--- src/rtl/mmio_pkg.sv ---
// Shared register-map helpers for the MMIO port bank.
package mmio_pkg;

    localparam int MMIO_MAX_OUT = 8;

    function automatic int mmio_nreg(input int nout, input int nin);
        return nout + nin + 3;
    endfunction

    function automatic int OFF_STATUS(input int nout, input int nin);
        return nout + nin;
    endfunction

    function automatic int OFF_PAD_LEVEL(input int nout, input int nin);
        return nout + nin + 1;
    endfunction

    function automatic int OFF_PAD_EDGE(input int nout, input int nin);
        return nout + nin + 2;
    endfunction

    function automatic bit mmio_params_ok(
        input int nout,
        input int nin,
        input int dw,
        input int pw
    );
        return (nout >= 1) && (nout <= MMIO_MAX_OUT) &&
               (nin >= 1) && (nin <= dw / 2) &&
               (pw >= 1) && (pw <= dw);
    endfunction

endpackage

--- src/rtl/mmio_in_channel.sv ---
// One captured input channel: data, valid and sticky overrun.
module mmio_in_channel
    import mmio_pkg::*;
#(
    parameter int DATA_W = 16
) (
    input  logic              Clock,
    input  logic              Reset,
    input  logic              cap_i,
    input  logic [DATA_W-1:0] cap_data_i,
    input  logic              rd_clr_i,
    input  logic              ovr_clr_i,
    output logic [DATA_W-1:0] data_o,
    output logic              valid_o,
    output logic              ovr_o
);

    logic [DATA_W-1:0] data_q, data_d;
    logic              valid_q, valid_d;
    logic              ovr_q, ovr_d;
    logic              ovr_set;

    // A read in the capture cycle consumes the old word, so no overrun.
    assign ovr_set = cap_i && valid_q && !rd_clr_i;

    always_comb begin
        data_d  = data_q;
        valid_d = valid_q;
        if (cap_i) begin
            data_d  = cap_data_i;
            valid_d = 1'b1;
        end else if (rd_clr_i) begin
            valid_d = 1'b0;
        end
        ovr_d = ovr_set || (ovr_q && !ovr_clr_i);
    end

    always_ff @(posedge Clock) begin
        if (Reset) begin
            data_q  <= '0;
            valid_q <= 1'b0;
            ovr_q   <= 1'b0;
        end else begin
            data_q  <= data_d;
            valid_q <= valid_d;
            ovr_q   <= ovr_d;
        end
    end

    assign data_o  = data_q;
    assign valid_o = valid_q;
    assign ovr_o   = ovr_q;

endmodule

--- src/rtl/mmio_port_bank.sv ---
// Memory-mapped bank of output registers, input captures and gamepad.
module mmio_port_bank
    import mmio_pkg::*;
#(
    parameter int              DATA_W    = 16,
    parameter int              ADDR_W    = 16,
    parameter logic [ADDR_W-1:0] BASE_ADDR = 16'hFF00,
    parameter int              NUM_OUT   = 2,
    parameter int              NUM_IN    = 2,
    parameter int              PAD_W     = 8
) (
    input  logic                      Clock,
    input  logic                      Reset,
    input  logic [ADDR_W-1:0]         Addr,
    input  logic                      WriteEn,
    input  logic                      ReadEn,
    input  logic [DATA_W-1:0]         WData,
    output logic                      Hit,
    output logic [DATA_W-1:0]         RData,
    output logic                      RValid,
    output logic [NUM_OUT*DATA_W-1:0] OutRegs,
    input  logic [NUM_IN*DATA_W-1:0]  InData,
    input  logic [NUM_IN-1:0]         InValid,
    input  logic [PAD_W-1:0]          GamePad,
    output logic                      Irq
);

    localparam int NREG = mmio_nreg(NUM_OUT, NUM_IN);
    localparam logic [ADDR_W-1:0] A_NREG = ADDR_W'(NREG);
    localparam logic [ADDR_W-1:0] A_STAT =
        ADDR_W'(OFF_STATUS(NUM_OUT, NUM_IN));
    localparam logic [ADDR_W-1:0] A_LVL =
        ADDR_W'(OFF_PAD_LEVEL(NUM_OUT, NUM_IN));
    localparam logic [ADDR_W-1:0] A_EDGE =
        ADDR_W'(OFF_PAD_EDGE(NUM_OUT, NUM_IN));

    if (!mmio_params_ok(NUM_OUT, NUM_IN, DATA_W, PAD_W)) begin : g_bad
        $error("mmio_port_bank: parameter out of range");
    end

    logic [ADDR_W-1:0] off;
    logic              wr, rd;

    assign off = Addr - BASE_ADDR;
    assign Hit = (Addr >= BASE_ADDR) && (off < A_NREG);
    assign wr  = WriteEn && Hit;
    assign rd  = ReadEn && Hit;

    logic [NUM_OUT*DATA_W-1:0] out_q, out_d;

    always_comb begin
        out_d = out_q;
        for (int k = 0; k < NUM_OUT; k++) begin
            if (wr && off == ADDR_W'(k))
                out_d[k*DATA_W +: DATA_W] = WData;
        end
    end

    logic [NUM_IN*DATA_W-1:0] in_data;
    logic [NUM_IN-1:0]        in_valid, in_ovr;
    logic [NUM_IN-1:0]        rd_clr, ovr_clr;

    always_comb begin
        rd_clr  = '0;
        ovr_clr = '0;
        for (int j = 0; j < NUM_IN; j++) begin
            rd_clr[j]  = rd && off == ADDR_W'(NUM_OUT + j);
            ovr_clr[j] = wr && off == A_STAT && WData[NUM_IN + j];
        end
    end

    for (genvar j = 0; j < NUM_IN; j++) begin : g_in
        mmio_in_channel #(.DATA_W(DATA_W)) u_ch (
            .Clock      (Clock),
            .Reset      (Reset),
            .cap_i      (InValid[j]),
            .cap_data_i (InData[j*DATA_W +: DATA_W]),
            .rd_clr_i   (rd_clr[j]),
            .ovr_clr_i  (ovr_clr[j]),
            .data_o     (in_data[j*DATA_W +: DATA_W]),
            .valid_o    (in_valid[j]),
            .ovr_o      (in_ovr[j])
        );
    end

    logic [PAD_W-1:0] sync1_q, sync2_q, prev_q;
    logic [PAD_W-1:0] edge_q, edge_d, edge_clr;

    // A new rising edge beats a same-cycle W1C of that flag.
    always_comb begin
        edge_clr = '0;
        if (wr && off == A_EDGE)
            edge_clr = WData[PAD_W-1:0];
        edge_d = (sync2_q & ~prev_q) | (edge_q & ~edge_clr);
    end

    logic [DATA_W-1:0] status, pad_lvl, pad_edge, rmux;

    always_comb begin
        status                   = '0;
        status[NUM_IN-1:0]       = in_valid;
        status[NUM_IN +: NUM_IN] = in_ovr;
        pad_lvl                  = '0;
        pad_lvl[PAD_W-1:0]       = sync2_q;
        pad_edge                 = '0;
        pad_edge[PAD_W-1:0]      = edge_q;
    end

    always_comb begin
        rmux = '0;
        for (int k = 0; k < NUM_OUT; k++) begin
            if (off == ADDR_W'(k))
                rmux = out_q[k*DATA_W +: DATA_W];
        end
        for (int j = 0; j < NUM_IN; j++) begin
            if (off == ADDR_W'(NUM_OUT + j))
                rmux = in_data[j*DATA_W +: DATA_W];
        end
        if (off == A_STAT)
            rmux = status;
        if (off == A_LVL)
            rmux = pad_lvl;
        if (off == A_EDGE)
            rmux = pad_edge;
    end

    logic [DATA_W-1:0] rdata_q, rdata_d;
    logic              rvalid_q, irq_q;

    assign rdata_d = rd ? rmux : rdata_q;

    always_ff @(posedge Clock) begin
        if (Reset) begin
            out_q    <= '0;
            sync1_q  <= '0;
            sync2_q  <= '0;
            prev_q   <= '0;
            edge_q   <= '0;
            rdata_q  <= '0;
            rvalid_q <= 1'b0;
            irq_q    <= 1'b0;
        end else begin
            out_q    <= out_d;
            sync1_q  <= GamePad;
            sync2_q  <= sync1_q;
            prev_q   <= sync2_q;
            edge_q   <= edge_d;
            rdata_q  <= rdata_d;
            rvalid_q <= rd;
            irq_q    <= (|in_valid) || (|edge_q);
        end
    end

    assign OutRegs = out_q;
    assign RData   = rdata_q;
    assign RValid  = rvalid_q;
    assign Irq     = irq_q;

endmodule

--- config.mk ---
export PLATFORM = sky130hd
export DESIGN_NAME = mmio_port_bank
export DESIGN_NICKNAME = d
export VERILOG_FILES = /design/src/rtl/mmio_pkg.sv /design/src/rtl/mmio_in_channel.sv /design/src/rtl/mmio_port_bank.sv
export SDC_FILE = /design/constraint.sdc
export NUM_CORES = 1
export LEC_CHECK = 0
export CAP_MARGIN = 20
export CORE_MARGIN = 2
export CORE_UTILIZATION = 45
export DETAILED_ROUTE_END_ITERATION = 6
export PLACE_DENSITY = 0.77
export SLEW_MARGIN = 20
export SYNTH_ARGS = -nofsm -noshare
export SYNTH_HDL_FRONTEND = slang
export SYNTH_SLANG_ARGS = --single-unit
--- constraint.sdc ---
create_clock -name Clock -period 5.1 [get_ports Clock]
set_clock_uncertainty 0.15 [all_clocks]
set_input_delay 1.02 -clock Clock [delete_from_list [all_inputs] [get_ports Clock]]
set_output_delay 1.02 -clock Clock [all_outputs]
set_load 0.01 [all_outputs]
Word level (Yosys, flattened, before mapping) --
Cells that the tools add are included. Widths: inputs -> output; s select.
Operators by class: equality and inequality tests 6, multipliers 0, mux-type cells 12, magnitude comparators 2, shift operators 0, divide/modulo/power cells 0, reductions and logical operators 29, bitwise gates (word level) 5, add/subtract/negate cells 1
Operator list (number):
- $mux 16 | 7
- $eq 16x3->1 const B | 3
- $eq 16x2->1 const B | 2
- $logic_and 1x1->1 | 17
- $and 8x8->8 | 2
- $eq 16x1->1 const B | 1
- $ge 16x16->1 const B | 1
- $logic_not 16->1 | 1
- $lt 16x3->1 const B | 1
- $not 8->8 | 2
- $sub 16x16->16 const B | 1
- $mux 8 | 1
- $or 8x8->8 | 1
- $reduce_or 8->1 | 1
- $logic_not 1->1 | 4
- $mux 1 | 4
- $reduce_bool 2->1 | 2
- $logic_or 1x1->1 | 3
- $reduce_or 2->1 | 1
Storage, ports and cells: memories kept 0, word-level logic and storage cells 70, bits in read-only memories 0, output and inout bits 51, input port bits 78, latch bits 0, flip-flop bits (word level) 118, memory bits (writable) 0

Logic depth before layout (Yosys ltp) --
Gate-level depths: netlist (run 1).
depth in word-level cells 9, gate-level depth with buffers 8, gate-level depth less buffers 5

Cells and area by module --
From an unflattened synthesis (run 1), not the netlist that was laid out.
Second synthesis, totals: cells, all modules 468, area total of the unflattened synthesis 4880.9 um^2
By module, submodules not included:
- mmio_port_bank | cells each 350, area an instance 3547.2 um^2, sequential area each 1641.6 um^2, instances 1
- mmio_in_channel | cells each 59, area an instance 666.9 um^2, sequential area each 360.3 um^2, instances 2

Worst setup path after synthesis (run 1) --
Ideal clock, no wire load.
path kind in2out, start point input port Addr[5], end point output port Hit, path buffers 1, data arrival time 2.162 ns, required time 3.930 ns, stages on the path 4, slack 1.768 ns, cell sequence or4_4 > nor3_4 > buf_6 > and2_2
On the way: longest elaborated chain between the ends 3, elaborated cells on any way between the ends 4, those cells by class add/sub: 1; order compare: 2; reduce/logical: 1
Ends and longest elaborated chain:
- start: declaration | line mmio_port_bank.sv:14 | input logic [ADDR_W-1:0] Addr,
- $sub 16x16->16 | line mmio_port_bank.sv:44 | assign off = Addr - BASE_ADDR;
- $lt 16x3->1 | line mmio_port_bank.sv:45 | assign Hit = (Addr >= BASE_ADDR) && (off < A_NREG);
- $logic_and 1x1->1 * | line mmio_port_bank.sv:45
- end: declaration | line mmio_port_bank.sv:18 | output logic Hit,
Mark *: on every way between the ends. The rest lies on a longest branch, timed or not.

Worst setup path in the final report (run 1) --
Same ends and word-level chain as after synthesis.

==> flow_metrics.tcl, run 1 <==
set metrics [dict create \
    synth_flop_cell "dfxtp_1" \
    worstPathCellList "clkdlybuf4s50_1 -> or4_4 -> nor3_4 -> buf_4 -> and2_2 -> clkdlybuf4s50_1" \
    yosys.area.top_type_share 0.477 \
    critical_path_required_ns 3.93 \
    area_delta_synth_final_pct 38.4 \
    grt_first_pass_wirelength_um 21000 \
    antenna_found_initial 0 \
    drive_gt1_frac 0.0896 \
    path_delay_family "buffers and inverters" \
    dp_cells 744 \
    port_buffers 128 \
    syn-cell-area_sq_um 4950 \
    clk_pin_slew_ns 0.06 \
    p_total_mw 2.28 \
    diodes 0 \
    cpMaxStageDelayCell "or4_4" \
    die_h_um 109 \
    crit_fanout 12 \
    min_from "sync1_q[0]" \
    ys_warn_count 0 \
    crit_path_max_incr_delay_ns 0.61 \
    ctsHoldBuffers 0 \
    holdPathEnd "sync2_q[0]" \
    synthCells 503 \
    wl_um 13700 \
    start_util 0.459 \
    r2r_start "OutRegs[3]" \
    clockBufferDepth 2 \
    power_density_nw_per_um2 333 \
    cts_setup_buffers 0 \
    hold_slack_ns 0.279 \
    path_class "input pin to output port" \
    synthSimpleGateAreaFrac 0.210 \
    synth_xor_xnor_area_share 0 \
    rrSetupSlack_ns 3.56 \
    finalSetupViolCount 0 \
    wl_per_cell_um 17.7 \
    fin_util 0.635 \
    synthTopCellsByCount "dfxtp_1, mux2i_1, nor2_1" \
    synthAdderAreaFrac 0 \
    path_buf_inv 3 \
    drc 0 \
    fp.dieW_um 109 \
    cts_tree "yes" \
    leakage_nw 2.70 \
    grt_pass1_vias 4298 \
    cpMostUsedCell "clkdlybuf4s50_1" \
    synth_compound_area_frac 0.129 \
    r2r-end "RData[3]" \
    placed_cell_area_sq_um 6290 \
    postLayoutCellArea_sq_um 6850 \
    coreArea_sq_um 10800 \
    clk_latency_ns 0.51 \
    cts_resized 0 \
    slew_headroom 0.376 \
    slew_viol_final 0 \
    timing.final.ws_setup_ns 0.759 \
    drtIter0Drc 220 \
    setup_tns_ns 0 \
    ys_types 48 \
    hold_class "flop to flop" \
    startpoint_type "input pin" \
    ys_seq_area_frac 0.477 \
    vias_per_cell 5.55 \
    synth_area_per_cell_sq_um 9.84 \
    maxCapViolations 0 \
    tritoncts.num_buffers 17 \
    yosysTopAreaCell "dfxtp_1" \
    io_pins 129 \
    row_count 38 \
    min_path_cells 1 \
    pre_cts_slack_ns 0.766 \
    dr_total_vias 4309 \
    ir_drop_mv 0.166 \
    fin_cells 776 \
    reg2reg_depth 5 \
    fin_crit_ns 4.34 \
    outcome "completed" \
    root_buffer "clkbuf_8" \
    endpoint_kind "output port" \
    ant_nets 0 \
    syn_nets 581 \
    h-tree-depth 4 \
    overflow 0 \
    tightest_slew_ns 0.936 \
    hold_viol 0 \
    dieArea_sq_um 11900 \
    cp_data_arrival_time_ns 3.17 \
    synthMuxAreaShare 0.150 \
    clock_sinks 118 \
    grt_usage 0.230 \
    synth_seq_cells 118 \
    synth_top_family_by_area "simple AND/OR/NAND/NOR gates" \
    min_period_over_period 0.851 \
    finalNetCount 701 \
    fillers 872 \
    synth-edff-count 0 \
    synth_most_common_cell "dfxtp_1" \
    place.gp.congestion 0.825 \
    grt_max_degree 93 \
    synthArstFlopShare 0 \
    synth_area_leaders "dfxtp_1, mux2i_1, nor2_1" \
    post-dp-hpwl_um 9520 \
    rsz0062_at_grt "false" \
    dr.pass1.iters 6 \
    max_freq_ghz 0.230 \
]
[cells by family (layout without fill, tap and decap cells)]
kind of cell / Yosys count / count (layout)
AOI/OAI and AO/OA: 90 / 90
buffers and inverters: 35 / 168
DFF: 118 / 118
muxes: 74 / 74
and+or+nand+nor: 186 / 186
[worst reg2reg max path, delay by kind of cell, from the launching register on]
| kind | cells | cell delay [ns] |
|---|---|---|
| DFF | 1 | 0.37 |
| muxes | 1 | 0.16 |
| AOI/OAI and AO/OA | 3 | 0.43 |
| and+or+nand+nor | 1 | 0.33 |
[worst max path at each step]
stage,from,to,slack (ns),cells after the start
2_1_floorplan,Addr[5],Hit,1.77,4
3_3_place_gp,Addr[5],Hit,0.78,6
3_5_place_dp,Addr[5],Hit,0.77,6
4_1_cts,Addr[5],Hit,0.76,6
5_1_grt,Addr[5],Hit,0.69,6
6_report,Addr[5],Hit,0.76,6
[state kept, by name, indices dropped and copies added, names as in the netlist]
register,count
RValid,1
Irq,1
edge_q,8
sync1_q,8
RData,16
prev_q,8
sync2_q,8
OutRegs,32
g_in.u_ch.data_o,32
g_in.u_ch.valid_o,2
g_in.u_ch.ovr_o,2
[routing by layer]
layer	vias to the layer above	GRT usage	wire, um
met2	161	0.389	6790
met5	-	0	0
met3	18	0.0508	824
li1	2039	-	-
met4	0	0.0916	278
met1	2091	0.285	5820
[cell usage in the layout (no fill, tap or decap), drive strengths merged, types with 2 or more instances in the layout]
| cell type | n |
|---|---|
| mux2i | 72 |
| mux2 | 2 |
| a32o | 4 |
| nor2 | 72 |
| clkinvlp | 2 |
| a21oi | 16 |
| o22ai | 6 |
| clkbuf | 20 |
| and2 | 7 |
| nor4 | 6 |
| clkinv | 7 |
| nand2 | 21 |
| or3 | 6 |
| nand3 | 7 |
| bufinv | 2 |
| o221ai | 12 |
| nand2b | 11 |
| inv | 3 |
| and4 | 2 |
| clkdlybuf4s50 | 125 |
| or2 | 2 |
| o211ai | 3 |
| o2111ai | 2 |
| a2bb2o | 2 |
| nor3 | 6 |
| nor2b | 37 |
| dfxtp | 118 |
| o21ai | 25 |
| a211o | 10 |
| nand4 | 4 |
| a31oi | 2 |
| buf | 9 |
| a221oi | 4 |
[final cells by class]
class / instances / area, sq um / share of cell area
multi-input combinational: 350 / 2420 / 0.353
sequential: 118 / 2360 / 0.345
timing repair buffer: 134 / 1310 / 0.192
clock buffer: 20 / 445 / 0.0650
tap: 140 / 175 / 0.0256
clock inverter: 12 / 126 / 0.0184
inverter: 2 / 7.51 / 0.00110
[power by group]
part | total, mW | leakage, nW | internal [mW] | switching (mW)
sequential | 0.968 | 0.963 | 0.952 | 0.0163
combinational | 0.179 | 1.46 | 0.0946 | 0.0844
clock | 1.14 | 0.281 | 0.718 | 0.418
(Power assumes the default switching activity.)
==> run 2, diff against run 1 <==
Settings changed: CORE_MARGIN 2 to 4.
==> run 2 against run 1 <==
Compared with the run above: setup slack lost 0.013 ns; register-to-register slack gained 0.03 ns; wire length grew 3.5%; design area grew 0.69%; critical path type unchanged; count of clock-buffer cells in the layout shrank 1.
==> flow_metrics.tcl, run 2 (same netlist as run 1, synthesis figures left out) <==
set metrics [dict create \
    outcome "completed" \
    ant_nets 0 \
    tritoncts.num_buffers 17 \
    pre_cts_slack_ns 0.750 \
    crit_path_start "Addr[5]" \
    clock_sinks 118 \
    grt_first_pass_wirelength_um 22900 \
    p_total_mw 2.37 \
    min_period_over_period 0.854 \
    area_delta_synth_final_pct 39.3 \
    root_buffer "clkbuf_8" \
    finalNetCount 701 \
    p_sw_mw 0.521 \
    drtIter0Drc 301 \
    start_util 0.459 \
    fin_crit_ns 4.35 \
    final_common_cell "clkdlybuf4s50_1" \
    drive_gt1_frac 0.0850 \
    endpoint_kind "output port" \
    tightest_slew_ns 1.19 \
    rrSetupSlack_ns 3.59 \
    slew_headroom 0.206 \
    grt_max_degree 92 \
    dr.pass1.iters 5 \
    diodes 0 \
    cp-endpoint "Hit" \
    path_class "input pin to output port" \
    seq_power_share 0.408 \
    clk_latency_ns 0.51 \
    dr_total_vias 4323 \
    fillers 870 \
    cts_resized 0 \
    maxCapViolations 0 \
    wl_um 14200 \
    timing.final.ws_setup_ns 0.746 \
    rsz0062_at_grt "false" \
    finalSetupViolCount 0 \
    combPwrFrac 0.076 \
    dieArea_sq_um 12700 \
    clk_pin_slew_ns 0.06 \
    place.gp.congestion 0.874 \
    cp_data_arrival_time_ns 3.18 \
    min_path_cells 1 \
    wl_per_cell_um 18.3 \
    internal-power_mw 1.85 \
    coreArea_sq_um 10800 \
    cts_setup_buffers 0 \
    io_pins 129 \
    port_buffers 128 \
    power_density_nw_per_um2 344 \
    r2r-end "RData[3]" \
    startpoint_type "input pin" \
    reg2reg_depth 5 \
    setup_tns_ns 0 \
    sw_frac_of_total 0.220 \
    dp_cells 744 \
    cts_tree "yes" \
    multi_input_area_sq_um 2420 \
    grt_pass1_vias 4568 \
    row_count 38 \
    vias_per_cell 5.58 \
    r2r_start "OutRegs[3]" \
    die_h_um 113 \
    hold_viol 0 \
    overflow 0 \
    max_freq_ghz 0.230 \
    drc 0 \
    slew_viol_final 0 \
    ctsHoldBuffers 0 \
    p_clk_frac 0.516 \
    fp.dieW_um 113 \
    post-dp-hpwl_um 9790 \
    clockBufferDepth 2 \
    crit_fanout 12 \
    hold_slack_ns 0.285 \
    ir_drop_mv 0.191 \
    fin_cells 775 \
    leakage_nw 2.72 \
    hold_class "flop to flop" \
    critical_path_required_ns 3.93 \
    antenna_found_initial 0 \
    regArea_sq_um 2360 \
    final_cell_mix "clkdlybuf4s50_1, dfxtp_1, mux2i_1, nor2_1, nor2b_1" \
    h-tree-depth 4 \
    grt_usage 0.224 \
]
==> run 2: changes by cell type in the layout (fill, tap and decap cells not counted), sizes merged <==
cell           change
clkbuf             -1
buf                -2
clkinvlp           -1
clkdlybuf4s50      +2
bufinv             +2
clkinv             -1
==> run 2: cell type report <==
type	instances	share of cell area
timing repair buffer	134	0.192
clock buffer	19	0.0626
multi-input combinational	350	0.351
clock inverter	12	0.0258
inverter	2	0.00109
sequential	118	0.342
tap	140	0.0254
==> run 2: per-layer routing <==
| metal | share of wire | global-route usage | vias up |
|---|---|---|---|
| li1 | - | - | 2053 |
| met1 | 0.42 | 0.286 | 2077 |
| met2 | 0.50 | 0.370 | 162 |
| met3 | 0.059 | 0.0545 | 31 |
| met4 | 0.022 | 0.0801 | 0 |
| met5 | 0 | 0 | - |
==> run 2: worst min path at each step <==
stage | start | to
after floorplan | sync1_q[0] | sync2_q[0]
after global placement | sync1_q[2] | sync2_q[2]
after detailed placement | sync1_q[2] | sync2_q[2]
after CTS | sync1_q[0] | sync2_q[0]
after global routing | sync1_q[0] | sync2_q[0]
final | sync1_q[0] | sync2_q[0]
==> run 2: power by group through the flow <==
stage / sequential (mW) / combinational, mW / clock [mW]
2_1_floorplan: 0.982 / 0.0894 / 0
3_3_place_gp: 0.986 / 0.174 / 0
3_5_place_dp: 0.987 / 0.178 / 0
4_1_cts: 0.967 / 0.180 / 1.23
5_1_grt: 0.970 / 0.195 / 1.28
6_report: 0.968 / 0.180 / 1.22
==> run 2: metrics by stage <==
| step | util | area (sq um) |
|---|---|---|
| floorplan | - | 4950 |
| global placement | 0.583 | 6290 |
| detailed placement | 0.583 | 6290 |
| CTS | 0.639 | 6900 |
| global route | 0.639 | 6900 |
| finish | 0.639 | 6900 |
==> run 2: worst max-delay path, cell delays in order <==
cell and delay [ns]:
clkdlybuf4s50_1 0.47, or4_4 0.61, nor3_4 0.17, buf_4 0.22, and2_2 0.16, clkdlybuf4s50_1 0.53
